<file path="src/rtl/mgt_01_mul_arbiter_pkg.sv">
// Shared constants and types for the multiplier arbiter slice.
package mgt_01_mul_arbiter_pkg;

  localparam int XLEN    = 32;
  localparam int TIMEOUT = 31;
  localparam int CNT_W   = 5;

  typedef enum logic {
    REQ_INT = 1'b0,
    REQ_FPU = 1'b1
  } req_idx_e;

  typedef enum logic [1:0] {
    ST_IDLE    = 2'd0,
    ST_ISSUE   = 2'd1,
    ST_WAIT    = 2'd2,
    ST_RESPOND = 2'd3
  } state_e;

  function automatic logic [1:0] req_onehot(input req_idx_e idx);
    return (idx == REQ_FPU) ? 2'b10 : 2'b01;
  endfunction

endpackage

</file>
<file path="src/rtl/mgt_01_rr_arbiter2.sv">
// Two-way round-robin grant: a lone requester always wins, a tie goes to ptr_i.
module mgt_01_rr_arbiter2
  import mgt_01_mul_arbiter_pkg::*;
(
  input  logic [1:0] valid_i,
  input  req_idx_e   ptr_i,
  output logic [1:0] grant_o
);

  // One-hot grant decode
  always_comb begin
    grant_o = valid_i;
    if (valid_i == 2'b11) begin
      grant_o = req_onehot(ptr_i);
    end
  end

endmodule

</file>
<file path="src/rtl/mgt_01_mul_arbiter.sv">
// Shares one multiplier between the INT unit and the FPU mantissa path.
//
//   state      | meaning
//   -----------+-----------------------------------------------------
//   ST_IDLE    | ready = grant; handshake latches operands/tag/owner
//   ST_ISSUE   | one-cycle start pulse to the multiplier
//   ST_WAIT    | wait for mul_valid_i, abort with error at TIMEOUT
//   ST_RESPOND | hold response to owner until its resp_ready_i
module mgt_01_mul_arbiter #(
  parameter int XLEN    = mgt_01_mul_arbiter_pkg::XLEN,
  parameter int TAG_W   = 5,
  parameter int TIMEOUT = mgt_01_mul_arbiter_pkg::TIMEOUT
) (
  input  logic                  clk_i,
  input  logic                  rst_i,
  input  logic [1:0]            req_valid_i,
  output logic [1:0]            req_ready_o,
  input  logic [1:0][XLEN-1:0]  req_a_i,
  input  logic [1:0][XLEN-1:0]  req_b_i,
  input  logic [1:0][TAG_W-1:0] req_tag_i,
  output logic [XLEN-1:0]       mul_a_o,
  output logic [XLEN-1:0]       mul_b_o,
  output logic                  mul_start_o,
  input  logic                  mul_valid_i,
  input  logic [2*XLEN-1:0]     mul_result_i,
  output logic [1:0]            resp_valid_o,
  input  logic [1:0]            resp_ready_i,
  output logic [2*XLEN-1:0]     resp_result_o,
  output logic [TAG_W-1:0]      resp_tag_o,
  output logic                  resp_err_o,
  output logic                  busy_o
);

  import mgt_01_mul_arbiter_pkg::*;

  localparam logic [CNT_W-1:0] TO_CNT = CNT_W'(TIMEOUT);

  state_e              state_q, state_d;
  req_idx_e            ptr_q, ptr_d;
  req_idx_e            owner_q, owner_d;
  logic [CNT_W-1:0]    cnt_q, cnt_d;
  logic [XLEN-1:0]     a_q, a_d, b_q, b_d;
  logic [TAG_W-1:0]    tag_q, tag_d;
  logic [2*XLEN-1:0]   result_q, result_d;
  logic                err_q, err_d;
  logic [1:0]          grant;

  mgt_01_rr_arbiter2 u_rr (
    .valid_i (req_valid_i),
    .ptr_i   (ptr_q),
    .grant_o (grant)
  );

  // State and datapath registers, synchronous reset clears everything
  always_ff @(posedge clk_i) begin
    if (rst_i) begin
      state_q  <= ST_IDLE;
      ptr_q    <= REQ_INT;
      owner_q  <= REQ_INT;
      cnt_q    <= '0;
      a_q      <= '0;
      b_q      <= '0;
      tag_q    <= '0;
      result_q <= '0;
      err_q    <= 1'b0;
    end else begin
      state_q  <= state_d;
      ptr_q    <= ptr_d;
      owner_q  <= owner_d;
      cnt_q    <= cnt_d;
      a_q      <= a_d;
      b_q      <= b_d;
      tag_q    <= tag_d;
      result_q <= result_d;
      err_q    <= err_d;
    end
  end

  // Next-state and datapath update
  always_comb begin
    state_d  = state_q;
    ptr_d    = ptr_q;
    owner_d  = owner_q;
    cnt_d    = cnt_q;
    a_d      = a_q;
    b_d      = b_q;
    tag_d    = tag_q;
    result_d = result_q;
    err_d    = err_q;
    case (state_q)
      ST_IDLE: begin
        if (grant != 2'b00) begin
          owner_d = grant[1] ? REQ_FPU : REQ_INT;
          a_d     = grant[1] ? req_a_i[1]   : req_a_i[0];
          b_d     = grant[1] ? req_b_i[1]   : req_b_i[0];
          tag_d   = grant[1] ? req_tag_i[1] : req_tag_i[0];
          state_d = ST_ISSUE;
        end
      end
      ST_ISSUE: begin
        // Counter holds the number of WAIT cycles including the current one
        cnt_d   = CNT_W'(1);
        state_d = ST_WAIT;
      end
      ST_WAIT: begin
        if (mul_valid_i) begin
          result_d = mul_result_i;
          err_d    = 1'b0;
          state_d  = ST_RESPOND;
        end else if (cnt_q == TO_CNT) begin
          result_d = '0;
          err_d    = 1'b1;
          state_d  = ST_RESPOND;
        end else begin
          cnt_d = cnt_q + CNT_W'(1);
        end
      end
      ST_RESPOND: begin
        if (resp_ready_i[owner_q]) begin
          ptr_d   = (owner_q == REQ_INT) ? REQ_FPU : REQ_INT;
          cnt_d   = '0;
          state_d = ST_IDLE;
        end
      end
      default: state_d = ST_IDLE;
    endcase
  end

  assign req_ready_o   = (state_q == ST_IDLE && !rst_i) ? grant : 2'b00;
  assign mul_start_o   = (state_q == ST_ISSUE);
  assign mul_a_o       = a_q;
  assign mul_b_o       = b_q;
  assign resp_valid_o  = (state_q == ST_RESPOND) ? req_onehot(owner_q) : 2'b00;
  assign resp_result_o = result_q;
  assign resp_tag_o    = tag_q;
  assign resp_err_o    = (state_q == ST_RESPOND) && err_q;
  assign busy_o        = (state_q != ST_IDLE);

endmodule

</file>
<file path="config.mk">
export PLATFORM = sky130hd
export DESIGN_NAME = mgt_01_mul_arbiter
export DESIGN_NICKNAME = d
export VERILOG_FILES = /design/src/rtl/mgt_01_mul_arbiter_pkg.sv /design/src/rtl/mgt_01_rr_arbiter2.sv /design/src/rtl/mgt_01_mul_arbiter.sv
export SDC_FILE = /design/constraint.sdc
export NUM_CORES = 1
export LEC_CHECK = 0
export ABC_CLOCK_PERIOD_IN_PS = 2200
export CAP_MARGIN = 20
export CORE_AREA = 2 2 136 138
export DETAILED_ROUTE_END_ITERATION = 8
export DIE_AREA = 0 0 138 140
export GPL_TIMING_DRIVEN = 0
export PLACE_DENSITY = 0.78
export SYNTH_ARGS = -nofsm -noshare
export SYNTH_HDL_FRONTEND = slang
export SYNTH_SLANG_ARGS = --single-unit
</file>
<file path="constraint.sdc">
create_clock -name clk_i -period 2.2 [get_ports clk_i]
set_input_delay 0.33 -clock clk_i [delete_from_list [all_inputs] [get_ports clk_i]]
set_output_delay 0.33 -clock clk_i [all_outputs]
set_load 0.02 [all_outputs]
</file>
==> results.json, run 1 <==
{
  "area_of_combinational_cells_with_multiple_inputs_sq_mm": 0.002625,
  "hold_path.startpoint": "cnt_q[4]",
  "drive_gt1_share_pct": 7.621,
  "syn-instance-count": 593,
  "max-slew-margin-rel_pct": 54.68,
  "tritoncts_buffer_count": 17,
  "synthAdderAreaFrac_pct": 1.311,
  "netlist_area_sq_mm": 0.005728,
  "ys_warn_count": 0,
  "preCtsSetupSlack_ns": -0.3666,
  "final-hold-violation-count": 0,
  "largest_net_degree_at_the_start_of_global_routing": 17,
  "post_cts_setup_buffer_count": 0,
  "dieArea_sq_mm": 0.01932,
  "nFillCells": 1613,
  "clk-insertion-delay-late_ns": 0.42,
  "gp_routability_congestion": 0.7932,
  "yosys.area_share.xor_xnor_pct": 0,
  "library_cells_used_by_synthesis": 31,
  "placement_rows": 49,
  "pwr-share-seq_pct": 32.5,
  "worst_clock_skew_ns": 0.007562,
  "grt_pass1_vias": 5958,
  "grt_resource_usage_total_pct": 20.68,
  "worst_hold_path_type": "reg2reg",
  "floorplan.initialDensity_pct": 32.22,
  "core-area_sq_mm": 0.01778,
  "path_clk_slew_ns": 0.06,
  "r2r-end": "cnt_q[0]",
  "clock_network_fraction_of_total_power_pct": 26.6,
  "p_leak_nw": 4.049,
  "end_kind": "primary output",
  "flow.area_growth_from_synthesis_pct": 76.89,
  "sequential_cell_area_sq_mm": 0.002863,
  "synth-seq-cells": 143,
  "post-layout-total-power_mw": 11.14,
  "max_cap_viol_count": 0,
  "share_comb_of_total_power_pct": 40.9,
  "status": "completed",
  "hold_path_depth": 2,
  "setup_viol_count_final": 0,
  "reg2reg_depth": 7,
  "critical_path.reg2reg.startpoint": "cnt_q[0]",
  "tightest_slew_ns": 0.6798,
  "diodes": 0,
  "wl_per_cell_um": 16.91,
  "postRouteWirelength_um": 20290,
  "drt-pass1-iter-count": 4,
  "ys_seq_area_share_pct": 49.98,
  "numClockSinks": 143,
  "fin_crit_ns": 2.084,
  "antenna_found_initial": 1,
  "final_cell_count_no_fill": 1200,
  "dr.first_iter.drc_count": 222,
  "final.setup.tns_ns": 0,
  "worstPathArrival_ns": 1.75,
  "timing.critical_path.from_type": "flop",
  "post-route-cell-area_sq_mm": 0.01013,
  "netlist.top_cell.by_area": "dfxtp_1",
  "holdPathEnd": "cnt_q[4]",
  "dr_total_vias": 5823,
  "internal-power_mw": 7.117,
  "synth_top_cells_by_area": "dfxtp_1 (50%), mux2i_1 (12%), nor2_1 (9.2%), a211oi_1 (9.2%), a22oi_1 (8.4%)",
  "clock.fmax_mhz": 479.9,
  "min_period_over_period_pct": 94.72,
  "die_height_um": 140,
  "reg2reg_setup_slack_ns": 0.14,
  "worstSetupPathType": "reg2out",
  "first_pass_grt_wire_length_um": 31980,
  "simple_gate_share_of_the_synthesized_area_pct": 11.45,
  "syn_avg_cell_area_sq_um": 9.659,
  "floorplan.io_pins": 349,
  "dp_cells": 1169,
  "swShare_pct": 36.08,
  "half_perimeter_wire_length_after_placement_um": 15650,
  "avgViaCountPerCell": 4.853,
  "io_buffer_count": 347,
  "drt_drc_violations_left": 0,
  "detail-route-antenna-nets": 0,
  "final_count_of_pins_violating_max_slew": 0,
  "ctsLongestPathBuffers": 2,
  "num-nets-final": 1173,
  "synth_top_family_by_area": "compound AO/OA/AOI/OAI gates",
  "cts-root-buf": "clkbuf_16",
  "crit_path_max_fanout": 5,
  "cp_data_required_time_ns": 1.87,
  "yosysTopAreaCellShare_pct": 49.98,
  "p_per_area_mw_per_mm2": 1099,
  "grt_remaining_overflow": 0,
  "dp_area_sq_mm": 0.009489,
  "htree_num_levels": 4,
  "syn-num-nets": 808,
  "cts_tree": "yes",
  "synth_mux_area_share_pct": 12.41,
  "power.switching_mw": 4.018,
  "post-route-worst-setup-slack_ns": 0.1162,
  "die_w_um": 138,
  "vdd.ir_drop.worst_uv": 562.3,
  "share_of_the_synthesized_area_in_compound_gates_ao_oa_aoi_oai_pct": 19.88,
  "grt_setup_unrepaired": "yes"
}
## synthesized netlist by cell type
library cell,count
nand2_1,2
and3_1,1
buf_1,8
clkbuf_1,21
nor2b_1,1
buf_2,12
nand4b_1,1
a2111oi_0,1
o21a_1,1
inv_1,4
o21ai_1,2
ha_1,6
nor3_1,3
nand3_1,4
and2_1,3
buf_4,13
mux2i_1,71
a22oi_1,64
a21oi_1,8
nor2_1,141
a21bo_2,2
nand2b_1,4
nor2_2,1
o22a_1,1
o211ai_1,1
a211oi_1,70
dfxtp_1,143
a211oi_4,1
nor3b_2,1
inv_2,1
a222oi_1,1
## worst max-delay path by stage
stage                        start              to  slack (ns)  cells after the start
finish                  state_q[0]  req_ready_o[0]        0.12                      5
floorplan               state_q[0]  req_ready_o[0]        0.21                      4
global route            state_q[0]      state_q[1]       -0.03                      6
CTS                     state_q[0]  req_ready_o[0]       -0.02                      5
detailed placement  req_valid_i[0]  req_ready_o[1]       -0.37                      7
global placement    req_valid_i[0]  req_ready_o[1]       -0.33                      7
## registers in the layout, summed over array words and instances (netlist names)
signal / flops
cnt_q: 5
err_q: 1
mul_a_o: 32
mul_b_o: 32
owner_q: 1
ptr_q: 1
resp_result_o: 64
resp_tag_o: 5
state_q: 2
## through the flow
stage	hold slack [ns]	util, %
detailed placement	0.4836	53.37
CTS	0.4964	56.85
floorplan	0.4506	-
global placement	0.4667	53.37
global route	0.5129	56.99
finish	0.4932	56.99
## layout make-up
| class | instances | share of cell area (%) |
|---|---|---|
| clock buffer | 17 | 4.199 |
| timing repair buffer | 347 | 34.16 |
| sequential | 143 | 28.25 |
| multi-input combinational | 391 | 25.91 |
| tap | 229 | 2.828 |
| clock inverter | 15 | 1.729 |
| inverter | 5 | 0.1852 |
| buffer | 53 | 2.741 |
## critical path, stage by stage, from the launching register on
cell	delay (ns)
dfxtp_1	0.36
inv_1	0.14
ha_4	0.19
inv_2	0.08
a2111oi_2	0.35
buf_4	0.21
## power groups by stage
stage          Sequential (mW)  Combinational, mW  Clock, mW
5_1_grt                   3.70               4.89       3.12
3_5_place_dp              3.66               4.53          0
3_3_place_gp              3.64               4.50          0
2_1_floorplan             4.39               1.61          0
6_report                  3.62               4.55       2.96
4_1_cts                   3.62               4.56       3.02
## routing by layer
layer / vias up / track usage, % / routed length, um
li1: 2862 / - / -
met1: 2678 / 23.12 / 8001
met2: 254 / 37.00 / 10310
met3: 27 / 7.145 / 1575
met4: 2 / 6.606 / 382
met5: - / 0 / 13
## kinds of logic (layout without fill, tap and decap cells)
kind of cell             count (synthesis)  count (layout)
AO/OA/AOI/OAI                          152             152
adder cells (fa/ha/maj)                  6               6
buffers and inverters                   59             437
flip-flops                             143             143
multiplexers                            71              71
AND/OR/NAND/NOR                        162             162
## repair_timing
action / in CTS / in global routing
resized for setup: 17 / 16
gates cloned: 0 / 0
setup endpoints to repair: 66 / 23
pin swaps: 0 / 0
hold buffers: 0 / 0
## placed cells by master (no fill, tap or decap), types with 3 or more instances in the layout
cell type        synthesis  final
clkbuf_2                 0      5
and2_1                   3      3
nor3_1                   3      3
dfxtp_1                143    143
inv_6                    0      5
buf_1                    8      8
buf_4                   13     13
mux2i_1                 71     71
nand2b_1                 4      4
a211oi_1                70     70
a22oi_1                 64     64
inv_8                    0      3
a21oi_1                  8      8
inv_1                    4      4
clkdlybuf4s50_1          0    341
clkbuf_1                21     16
nand3_1                  4      4
dlygate4sd2_1            0      4
ha_1                     6      3
clkbuf_16                0     17
nor2_1                 141    141
buf_2                   12     11
Note: power is estimated with default switching activity, not from simulation.
==> run 2: changes to the inputs <==
--- a/config.mk
+++ b/config.mk
@@ -8,6 +8,7 @@
 export ABC_CLOCK_PERIOD_IN_PS = 2200
 export CAP_MARGIN = 20
 export CORE_AREA = 2 2 136 138
+export CTS_CLUSTER_SIZE = 10
 export DETAILED_ROUTE_END_ITERATION = 8
 export DIE_AREA = 0 0 138 140
 export GPL_TIMING_DRIVEN = 0
==> results of run 2 <==
Final layout, timing and power as in run 1 (identical DEF).
==> run 3: changes to the inputs <==
--- a/config.mk
+++ b/config.mk
@@ -16,3 +16,4 @@
 export SYNTH_ARGS = -nofsm -noshare
 export SYNTH_HDL_FRONTEND = slang
 export SYNTH_SLANG_ARGS = --single-unit
+export TNS_END_PERCENT = 10
==> run 3 against run 2 <==
- hold slack worse by 0.00050 ns
- core utilization about the same
- clock skew up 0.00056 ns
- largest power group unchanged
- combinational power about the same
- non-clock buffer count unchanged
- flip-flop and latch count unchanged
- critical path depth unchanged
- die area unchanged
- largest cell class unchanged
- cell count unchanged
==> results.json, run 3 (synthesis results as in run 1) <==
{
  "gp_routability_congestion": 0.7932,
  "numClockSinks": 143,
  "ctsLongestPathBuffers": 2,
  "first_pass_grt_wire_length_um": 31980,
  "fin_crit_ns": 2.091,
  "drt-pass1-iter-count": 5,
  "post-route-worst-setup-slack_ns": 0.1094,
  "worst_hold_path_type": "reg2reg",
  "largest_register_ffs": 64,
  "post-route-cell-area_sq_mm": 0.01012,
  "layout.cells.most_common": "clkdlybuf4s50_1",
  "tritoncts_buffer_count": 17,
  "htree_num_levels": 4,
  "placement_rows": 49,
  "dp_cells": 1169,
  "post-layout-total-power_mw": 11.13,
  "worstPathArrival_ns": 1.76,
  "r2r-end": "cnt_q[0]",
  "floorplan.initialDensity_pct": 32.22,
  "mostFrequentLayoutCells": "clkdlybuf4s50_1 (341), dfxtp_1 (143), nor2_1 (141)",
  "tightest_slew_ns": 0.6645,
  "dr_total_vias": 5801,
  "antenna_found_initial": 1,
  "cts_tree": "yes",
  "final.setup.tns_ns": 0,
  "postRouteWirelength_um": 20300,
  "dp_area_sq_mm": 0.009489,
  "worst_clock_skew_ns": 0.008126,
  "flow.area_growth_from_synthesis_pct": 76.76,
  "reg2reg_setup_slack_ns": 0.12,
  "final_count_of_pins_violating_max_slew": 0,
  "max-slew-margin-rel_pct": 55.70,
  "max_cap_viol_count": 0,
  "avgViaCountPerCell": 4.834,
  "drive_gt1_share_pct": 7.106,
  "floorplan.io_pins": 349,
  "core-area_sq_mm": 0.01778,
  "timing.critical_path.from_type": "flop",
  "worstSetupPathType": "reg2out",
  "end_kind": "primary output",
  "final.hold.worst_slack_ns": 0.4927,
  "final-hold-violation-count": 0,
  "preCtsSetupSlack_ns": -0.3666,
  "clk-insertion-delay-late_ns": 0.41,
  "wl_per_cell_um": 16.92,
  "clock.fmax_mhz": 478.3,
  "grt_remaining_overflow": 0,
  "detail-route-antenna-nets": 0,
  "p_per_area_mw_per_mm2": 1099,
  "min_period_over_period_pct": 95.03,
  "half_perimeter_wire_length_after_placement_um": 15650,
  "cts-root-buf": "clkbuf_16",
  "dieArea_sq_mm": 0.01932,
  "cp_data_required_time_ns": 1.87,
  "vdd.ir_drop.worst_uv": 564.6,
  "dr.first_iter.drc_count": 220,
  "status": "completed",
  "num-nets-final": 1173,
  "io_buffer_count": 347,
  "nFillCells": 1615,
  "post-route-util_pct": 56.95,
  "grt_setup_unrepaired": "yes",
  "grt_resource_usage_total_pct": 20.68,
  "endpoint": "req_ready_o[0]",
  "largest_net_degree_at_the_start_of_global_routing": 17,
  "crit_path_max_fanout": 5,
  "die_height_um": 140,
  "drt_drc_violations_left": 0,
  "reg2reg_depth": 7,
  "path_clk_slew_ns": 0.07,
  "final_cell_count_no_fill": 1200,
  "diodes": 0,
  "worst_setup_path_startpoint": "state_q[1]",
  "critical_path.reg2reg.startpoint": "cnt_q[0]",
  "grt_pass1_vias": 5958,
  "die_w_um": 138,
  "p_leak_nw": 4.042,
  "setup_viol_count_final": 0
}
==> run 3: changes by cell type in the layout (fill, tap and decap cells not counted), sizes merged <==
| cell | before | now |
|---|---|---|
| buf | 34 | 35 |
| clkbuf | 38 | 37 |
==> run 3: worst min path at each step <==
stage	start	to	slack, ns	cells past startpoint
2_1_floorplan	cnt_q[4]	cnt_q[4]	0.45	2
3_3_place_gp	cnt_q[4]	cnt_q[4]	0.47	2
3_5_place_dp	resp_result_o[20]	resp_result_o[20]	0.48	2
4_1_cts	cnt_q[4]	cnt_q[4]	0.50	2
5_1_grt	mul_b_o[12]	mul_b_o[12]	0.51	2
6_report	cnt_q[4]	cnt_q[4]	0.49	2
==> run 3: final cells by class <==
class                      instances  area [sq um]  area share, %
buffer                            53         272.8          2.694
clock buffer                      17         425.4          4.202
clock inverter                    15         175.2          1.730
inverter                           5         18.77         0.1854
multi-input combinational        391          2623          25.90
sequential                       143          2863          28.27
tap                              229         286.5          2.830
timing repair buffer             347          3461          34.18
==> run 3: critical path, stage by stage, from the launching register on <==
cell and delay (ns):
dfxtp_1 0.37, inv_1 0.14, ha_4 0.19, inv_2 0.09
a2111oi_2 0.36, buf_4 0.21
==> run 3: what timing repair did <==
item | CTS | global route
hold buffers | 0 | 0
endpoints found under the setup margin | 66 | 23
buffers inserted | 0 | 0
pin swaps | 0 | 1
resized for setup | 16 | 9
==> run 3: metal layers <==
metal  GRT usage (%)  share of wire, %  up-vias
li1                -                 -     2859
met1           23.12                40     2669
met2           37.00                51      245
met3           7.145               7.3       26
met4           6.606               1.7        2
met5               0             0.064        -
==> run 3: power by group <==
group / internal, mW / switching, mW
Combinational: 2.16 / 2.40
Sequential: 3.24 / 0.379
Clock: 1.71 / 1.23
Total: 7.12 / 4.01
